[src/rtl/bcd_timekeeper.sv]
// Time-of-day counter for the display path: divides sys_clk to a 1 Hz tick and
// keeps hours/minutes/seconds as packed BCD in 24-hour or 12-hour (am/pm) form.
module bcd_timekeeper #(
    parameter int TICKS_PER_SEC = 100000000,
    parameter int HOUR_24       = 1
) (
    input  logic       sys_clk,
    input  logic       rst,
    input  logic       run_en,
    input  logic       set_valid,
    input  logic [7:0] set_hr,
    input  logic [7:0] set_min,
    input  logic [7:0] set_sec,
    input  logic       set_pm,
    output logic       set_ack,
    output logic       set_err,
    output logic [7:0] hr_bcd,
    output logic [7:0] min_bcd,
    output logic [7:0] sec_bcd,
    output logic       pm,
    output logic       sec_tick
);

    localparam int            CW = (TICKS_PER_SEC > 2) ? $clog2(TICKS_PER_SEC) : 1;
    localparam logic [CW-1:0] TC = CW'(TICKS_PER_SEC - 1);

    logic [CW-1:0] presc;
    logic          term;
    logic          set_ok;
    logic          hr_ok;
    logic [7:0]    inc_sec, inc_min, inc_hr;
    logic          inc_pm;

    function automatic logic nib_ok(input logic [7:0] v);
        return (v[7:4] <= 4'd9) && (v[3:0] <= 4'd9);
    endfunction

    assign term = run_en && (presc == TC);

    // Set handshake: set_valid is a single-cycle request evaluated every cycle
    // it is high (no ready); the next cycle carries exactly one set_ack or set_err.
    always_comb begin
        if (HOUR_24 != 0) begin
            hr_ok = (hr_bcd == hr_bcd) && (set_hr <= 8'h23);
        end else begin
            hr_ok = (set_hr >= 8'h01) && (set_hr <= 8'h12);
        end
        set_ok = nib_ok(set_hr) && nib_ok(set_min) && nib_ok(set_sec) &&
                 (set_sec <= 8'h59) && (set_min <= 8'h59) && hr_ok;
    end

    // One-second BCD increment with ripple carry through minutes and hours.
    always_comb begin
        inc_sec = sec_bcd;
        inc_min = min_bcd;
        inc_hr  = hr_bcd;
        inc_pm  = pm;
        if (sec_bcd[3:0] != 4'd9) begin
            inc_sec[3:0] = sec_bcd[3:0] + 4'd1;
        end else if (sec_bcd[7:4] != 4'd5) begin
            inc_sec = {sec_bcd[7:4] + 4'd1, 4'd0};
        end else begin
            inc_sec = 8'h00;
            if (min_bcd[3:0] != 4'd9) begin
                inc_min[3:0] = min_bcd[3:0] + 4'd1;
            end else if (min_bcd[7:4] != 4'd5) begin
                inc_min = {min_bcd[7:4] + 4'd1, 4'd0};
            end else begin
                inc_min = 8'h00;
                if (HOUR_24 != 0) begin
                    if (hr_bcd == 8'h23)
                        inc_hr = 8'h00;
                    else if (hr_bcd[3:0] == 4'd9)
                        inc_hr = {hr_bcd[7:4] + 4'd1, 4'd0};
                    else
                        inc_hr[3:0] = hr_bcd[3:0] + 4'd1;
                end else begin
                    // 11 -> 12 is where am/pm flips; 12 -> 01 keeps the flag.
                    if (hr_bcd == 8'h12) begin
                        inc_hr = 8'h01;
                    end else if (hr_bcd == 8'h11) begin
                        inc_hr = 8'h12;
                        inc_pm = ~pm;
                    end else if (hr_bcd[3:0] == 4'd9) begin
                        inc_hr = {hr_bcd[7:4] + 4'd1, 4'd0};
                    end else begin
                        inc_hr[3:0] = hr_bcd[3:0] + 4'd1;
                    end
                end
            end
        end
        if (HOUR_24 != 0) inc_pm = 1'b0;
    end

    always_ff @(posedge sys_clk or posedge rst) begin
        if (rst) begin
            presc    <= '0;
            set_ack  <= 1'b0;
            set_err  <= 1'b0;
            sec_tick <= 1'b0;
            hr_bcd   <= (HOUR_24 != 0) ? 8'h00 : 8'h12;
            min_bcd  <= 8'h00;
            sec_bcd  <= 8'h00;
            pm       <= 1'b0;
        end else begin
            set_ack  <= 1'b0;
            set_err  <= 1'b0;
            sec_tick <= 1'b0;
            if (set_valid && set_ok) begin
                // A valid load overrides a coincident tick and restarts the second.
                presc   <= '0;
                set_ack <= 1'b1;
                hr_bcd  <= set_hr;
                min_bcd <= set_min;
                sec_bcd <= set_sec;
                pm      <= (HOUR_24 != 0) ? 1'b0 : set_pm;
            end else begin
                set_err <= set_valid;
                if (term) begin
                    presc    <= '0;
                    sec_tick <= 1'b1;
                    hr_bcd   <= inc_hr;
                    min_bcd  <= inc_min;
                    sec_bcd  <= inc_sec;
                    pm       <= inc_pm;
                end else if (run_en) begin
                    presc <= presc + CW'(1);
                end
            end
        end
    end

endmodule
[config.mk]
export PLATFORM = sky130hd
export DESIGN_NAME = bcd_timekeeper
export DESIGN_NICKNAME = d
export VERILOG_FILES = /design/src/rtl/bcd_timekeeper.sv
export SDC_FILE = /design/constraint.sdc
export NUM_CORES = 1
export LEC_CHECK = 0
export CELL_PAD_IN_SITES_DETAIL_PLACEMENT = 0
export CELL_PAD_IN_SITES_GLOBAL_PLACEMENT = 1
export CORE_ASPECT_RATIO = 0.9
export CORE_MARGIN = 5
export CORE_UTILIZATION = 43
export CTS_BUF_LIST = sky130_fd_sc_hd__clkbuf_8 sky130_fd_sc_hd__clkbuf_16
export DETAILED_ROUTE_END_ITERATION = 8
export PLACE_DENSITY_LB_ADDON = 0.1
export SLEW_MARGIN = 20
export SYNTH_ARGS = -nofsm -noshare
export SYNTH_HDL_FRONTEND = slang
export SYNTH_SLANG_ARGS = --single-unit
[constraint.sdc]
create_clock -name sys_clk -period 5.61 [get_ports sys_clk]
set_input_delay 1.4025 -clock sys_clk [delete_from_list [all_inputs] [get_ports sys_clk]]
set_output_delay 1.4025 -clock sys_clk [all_outputs]
set_load 0.005 [all_outputs]
### After elaboration in Yosys (flattened, before gate mapping)

Index checks and enable logic that the tools add are counted.

| word-level totals | value |
|---|---|
| logic and storage cells | 86 |
| input port bits | 29 |
| flip-flop bits (word level) | 55 |
| output and inout port bits | 28 |

| cells by class | value |
|---|---|
| magnitude comparators | 9 |
| reduce and logical (&&, ||, !) cells | 18 |
| add/subtract/negate cells | 7 |
| multiplexer cells | 30 |
| equality and inequality tests | 11 |

Operators with widths:

| cell | count |
|---|---|
| $mux W8 | 15 |
| $mux W27 | 3 |
| $add A27 B1 Y27 const B | 1 |
| $eq A27 B27 Y1 const B | 1 |
| $add A4 B1 Y4 const B | 6 |
| $le A4 B4 Y1 const B | 6 |
| $mux W4 | 6 |
| $le A8 B7 Y1 const B | 2 |
| $logic_and A1 B1 Y1 | 10 |
| $eq A8 B6 Y1 const B | 1 |
| $le A8 B6 Y1 const B | 1 |
| $ne A2 B1 Y1 const B | 4 |
| $ne A4 B3 Y1 const B | 2 |
| $ne A4 B4 Y1 const B | 2 |
| $mux W1 | 6 |
| $reduce_and A6 Y1 | 1 |
| $reduce_bool A3 Y1 | 2 |
| $reduce_and A5 Y1 | 1 |
| $eq A4 B4 Y1 const B | 1 |
| $reduce_and A4 Y1 | 1 |
| $reduce_and A3 Y1 | 1 |
| $reduce_and A2 Y1 | 1 |
| $reduce_bool A2 Y1 | 1 |

### Longest topological paths before layout

| logic depth | value |
|---|---|
| depth after elaboration | 10 |
| depth in mapped cells | 9 |
| mapped depth without buffers | 7 |

### Worst setup path after synthesis

No wires, ideal clock.

| path | value |
|---|---|
| path kind | input to register |
| start point | input port run_en |
| end point | register hr_bcd[7] |
| slack | 2.769 ns |
| data arrival time | 2.763 ns |
| cell stages on the path | 6 |
| setup time | 0.078 ns |
| buffers on the path | 1 |
| required time | 5.532 ns |
| path through | and2_1 buf_6 nand4_2 or4_4 or3_1 a21oi_1 |

| between the ends | value |
|---|---|
| word-level cells in the longest chain between the ends | 3 |

Ends and longest elaborated chain:

| element | line | text |
|---|---|---|
| start, declared | 9 | `input logic run_en,` |
| $logic_and A1 B1 Y1 | 38 | `assign term = run_en && (presc == TC);` |
| $reduce_bool A2 Y1 (no line) | n/a |  |
| $reduce_and A6 Y1 (no line) | n/a |  |
| end signal, assigned | 101 | `hr_bcd <= (HOUR_24 != 0) ? 8'h00 : 8'h12;` |
| end signal, assigned | 113 | `hr_bcd <= set_hr;` |
| end signal, assigned | 122 | `hr_bcd <= inc_hr;` |
| end, declared | 17 | `output logic [7:0] hr_bcd,` |

Every way passes these cells.
A chain may end at the register's enable or synchronous reset.

### Worst setup path after layout

Same ends and word-level chain as after synthesis.

==> summary.txt <==
Cell Pwr Density: 234 mW/mm^2
IO Pins: 57
Post-CTS Repair Setup Buffers: 0
crit path max fanout: 13
WL final: 7640 microns
number of synthesized flops with an enable pin: 0
P_leak: 1.59 nW
core area: 0.00708 sq mm
Vias/cell: 5.53
iteration-0 DRC count of the detailed router: 105
Async SR Flop Fraction: 100%
die height: 90.9 microns
worst ir drop on vdd: 143 uV
kind of start point of the critical path: primary input
total global-route track usage: 17.5%
CTS Sinks: 54
Slew Limit Fails: 0
post-synthesis instance area: 0.00313 sq mm
Post-DP HPWL: 5370 microns
vias in the first global route: 2572
top area cells in the synthesized netlist: dfrtp_1 43%, xor2_1 5.3%, o21ai_0 4.6%
DR pass1 iterations: 4
syn nets: 374
clk_skew: 0.00842 ns
Nets: 420
Worst Path Buf+Inv: 1
initial antenna violation count: 0
starting density of the core: 44.2%
unrepaired setup endpoints after global routing: false
largest net degree at the start of global routing: 55
relative slew slack: 48.5%
setup violators final: 0
most common cell in the netlist: dfrtp_1
Top delay family on crit path: simple AND/OR/NAND/NOR gates
Post-CTS Hold Buffers: 0
sequential element share of the synthesized area: 43.2%
DP Cell Count: 474
DIE AREA: 0.00908 sq mm
ys flop type: dfrtp_1
CP max-delay cell: or4_4
Yosys top cell by area: dfrtp_1
FP Rows: 29
per-cell routed wire length: 15.9 microns
Worst Path Required: 5.84 ns
area delta synth->final: 22.5%
crit-path cells: clkdlybuf4s50_1, and2_1, nand4_2, or4_4, or3_1, a21oi_1
DRC Markers: 0
period utilisation layout: 66.0%
antenna cells: 0
Detail Route Antenna Nets: 0
clk buf depth: 2
min Tclk post-route: 3.70 ns
Critical Path AT: 3.93 ns
fmax: 270 MHz
first-pass GRT wire length: 13000 microns
top post-synthesis cells by count: 54 x dfrtp_1, 38 x nor2_1, 29 x o21ai_0
Least-Margin Pin Slew: 0.771 ns
CTS Buf Count: 5
status: completed
Overflow after GRT: 0
max_cap viols: 0
CTS clk-pin slew, worst paths: 0.09 ns
Yosys cell types: 51
Ys Warns: 0
Synth top area share: 43.2%
Post-Synthesis Cells: 342
Clock Latency Late Sink: 0.31 ns
Port Buf Inserts: 54
# H-tree levels: 2
multi-input logic area: 0.00164 sq mm
Post-Syn Area per Cell: 9.14 sq um
max incr delay on CP: 0.66 ns
Hold WC Path Type: reg2reg
final core occ: 54.1%
WHS: 0.558 ns
CTS tree: yes
root cell of the clock tree: clkbuf_8
Fillers: 659
post-synthesis register bit count: 54
setup TNS: 0 ns
Final Instance Count excl. Fillers: 481
CP endpoint kind: flip-flop
Die Span X: 99.9 microns
Vias: 2661
Reg area: 0.00135 sq mm
routability congestion estimate: 0.777
fraction of layout cells with a size suffix above 1: 6.96%
final count of hold timing violations: 0
post-CTS resize count: 0
worst setup path class: in2reg
## where the power goes
group / switching [mW] / internal, mW
sequential: 0.0494 / 0.423
combinational: 0.0594 / 0.0945
clock: 0.127 / 0.143
## per-stage QoR
stage / power [mW] / worst slack, ns / cell area (sq um)
after global placement: 0.632 / 1.60 / 3710
after detailed placement: 0.633 / 1.60 / 3710
after floorplan: 0.553 / 2.77 / 3130
final: 0.897 / 1.91 / 3830
after global routing: 0.946 / 1.74 / 3830
after CTS: 0.905 / 1.91 / 3830
## cells by family after synthesis
logic type | count (synthesis) | synth area share, %
other | 1 | 0.120
XOR/XNOR | 28 | 7.85
buffers and inverters | 31 | 4.44
flip-flops | 54 | 43.2
AO/OA/AOI/OAI | 62 | 11.2
adder cells (fa/ha/maj) | 3 | 1.20
multiplexers | 9 | 3.00
AND/OR/NAND/NOR | 154 | 29.0
## flip-flops by register name, indices dropped and copies added (netlist names)
register and cells:
sec_tick 1, set_err 1, sec_bcd 8, min_bcd 8, presc 27, set_ack 1
hr_bcd 8
## per-layer routing
layer,global-route usage (%),part of all wire (%)
met1,25.8,50
met2,26.8,45
met3,3.01,3.9
met4,3.41,0.80
met5,0,0
## cell usage in the layout (no fill, tap or decap), types with 2 or more instances in the layout
| cell | n |
|---|---|
| dfrtp_1 | 54 |
| clkdlybuf4s50_1 | 54 |
| nor2_1 | 38 |
| o21ai_0 | 29 |
| nand2_1 | 23 |
| xor2_1 | 19 |
| nand3_1 | 17 |
| a21oi_1 | 15 |
| nand4_1 | 13 |
| inv_1 | 11 |
| and3_1 | 10 |
| nor4_1 | 9 |
| xnor2_1 | 9 |
| and4_1 | 7 |
| a31oi_1 | 7 |
| mux2i_1 | 6 |
| clkbuf_8 | 6 |
| o31ai_1 | 5 |
| nor3_1 | 5 |
| and2_1 | 4 |
| and4_2 | 4 |
| nor2b_1 | 3 |
| nand2b_1 | 3 |
| mux2_2 | 3 |
| ha_1 | 3 |
| buf_4 | 3 |
| and4bb_2 | 2 |
| nand4b_1 | 2 |
| nand3b_1 | 2 |
## layout make-up
type                    count  area share [%]
clock buffers               6            2.16
clock inverters             1           0.785
inverters                  13            1.27
multi-input cells         257            42.7
flip-flops and latches     54            35.3
well taps                  93            3.04
repair buffers             57            14.7
## path summary, 6_finish.rpt
check,startpoint,end,depth (start not counted),slack (ns)
setup / recovery,run_en,hr_bcd[7],6,1.91
setup reg to reg,presc[17],hr_bcd[7],5,2.93
min in group asynchronous,rst,presc[14],3,1.61
hold reg to reg,presc[26],presc[26],2,0.56
max in group asynchronous,rst,min_bcd[4],3,3.54
hold / removal,presc[26],presc[26],2,0.56
## worst min-delay path, stage by stage (launching register included)
cell     delay, ns
dfrtp_1       0.38
xor2_1        0.07
nor2_1        0.07
Note: power is estimated with default switching activity, not from simulation.
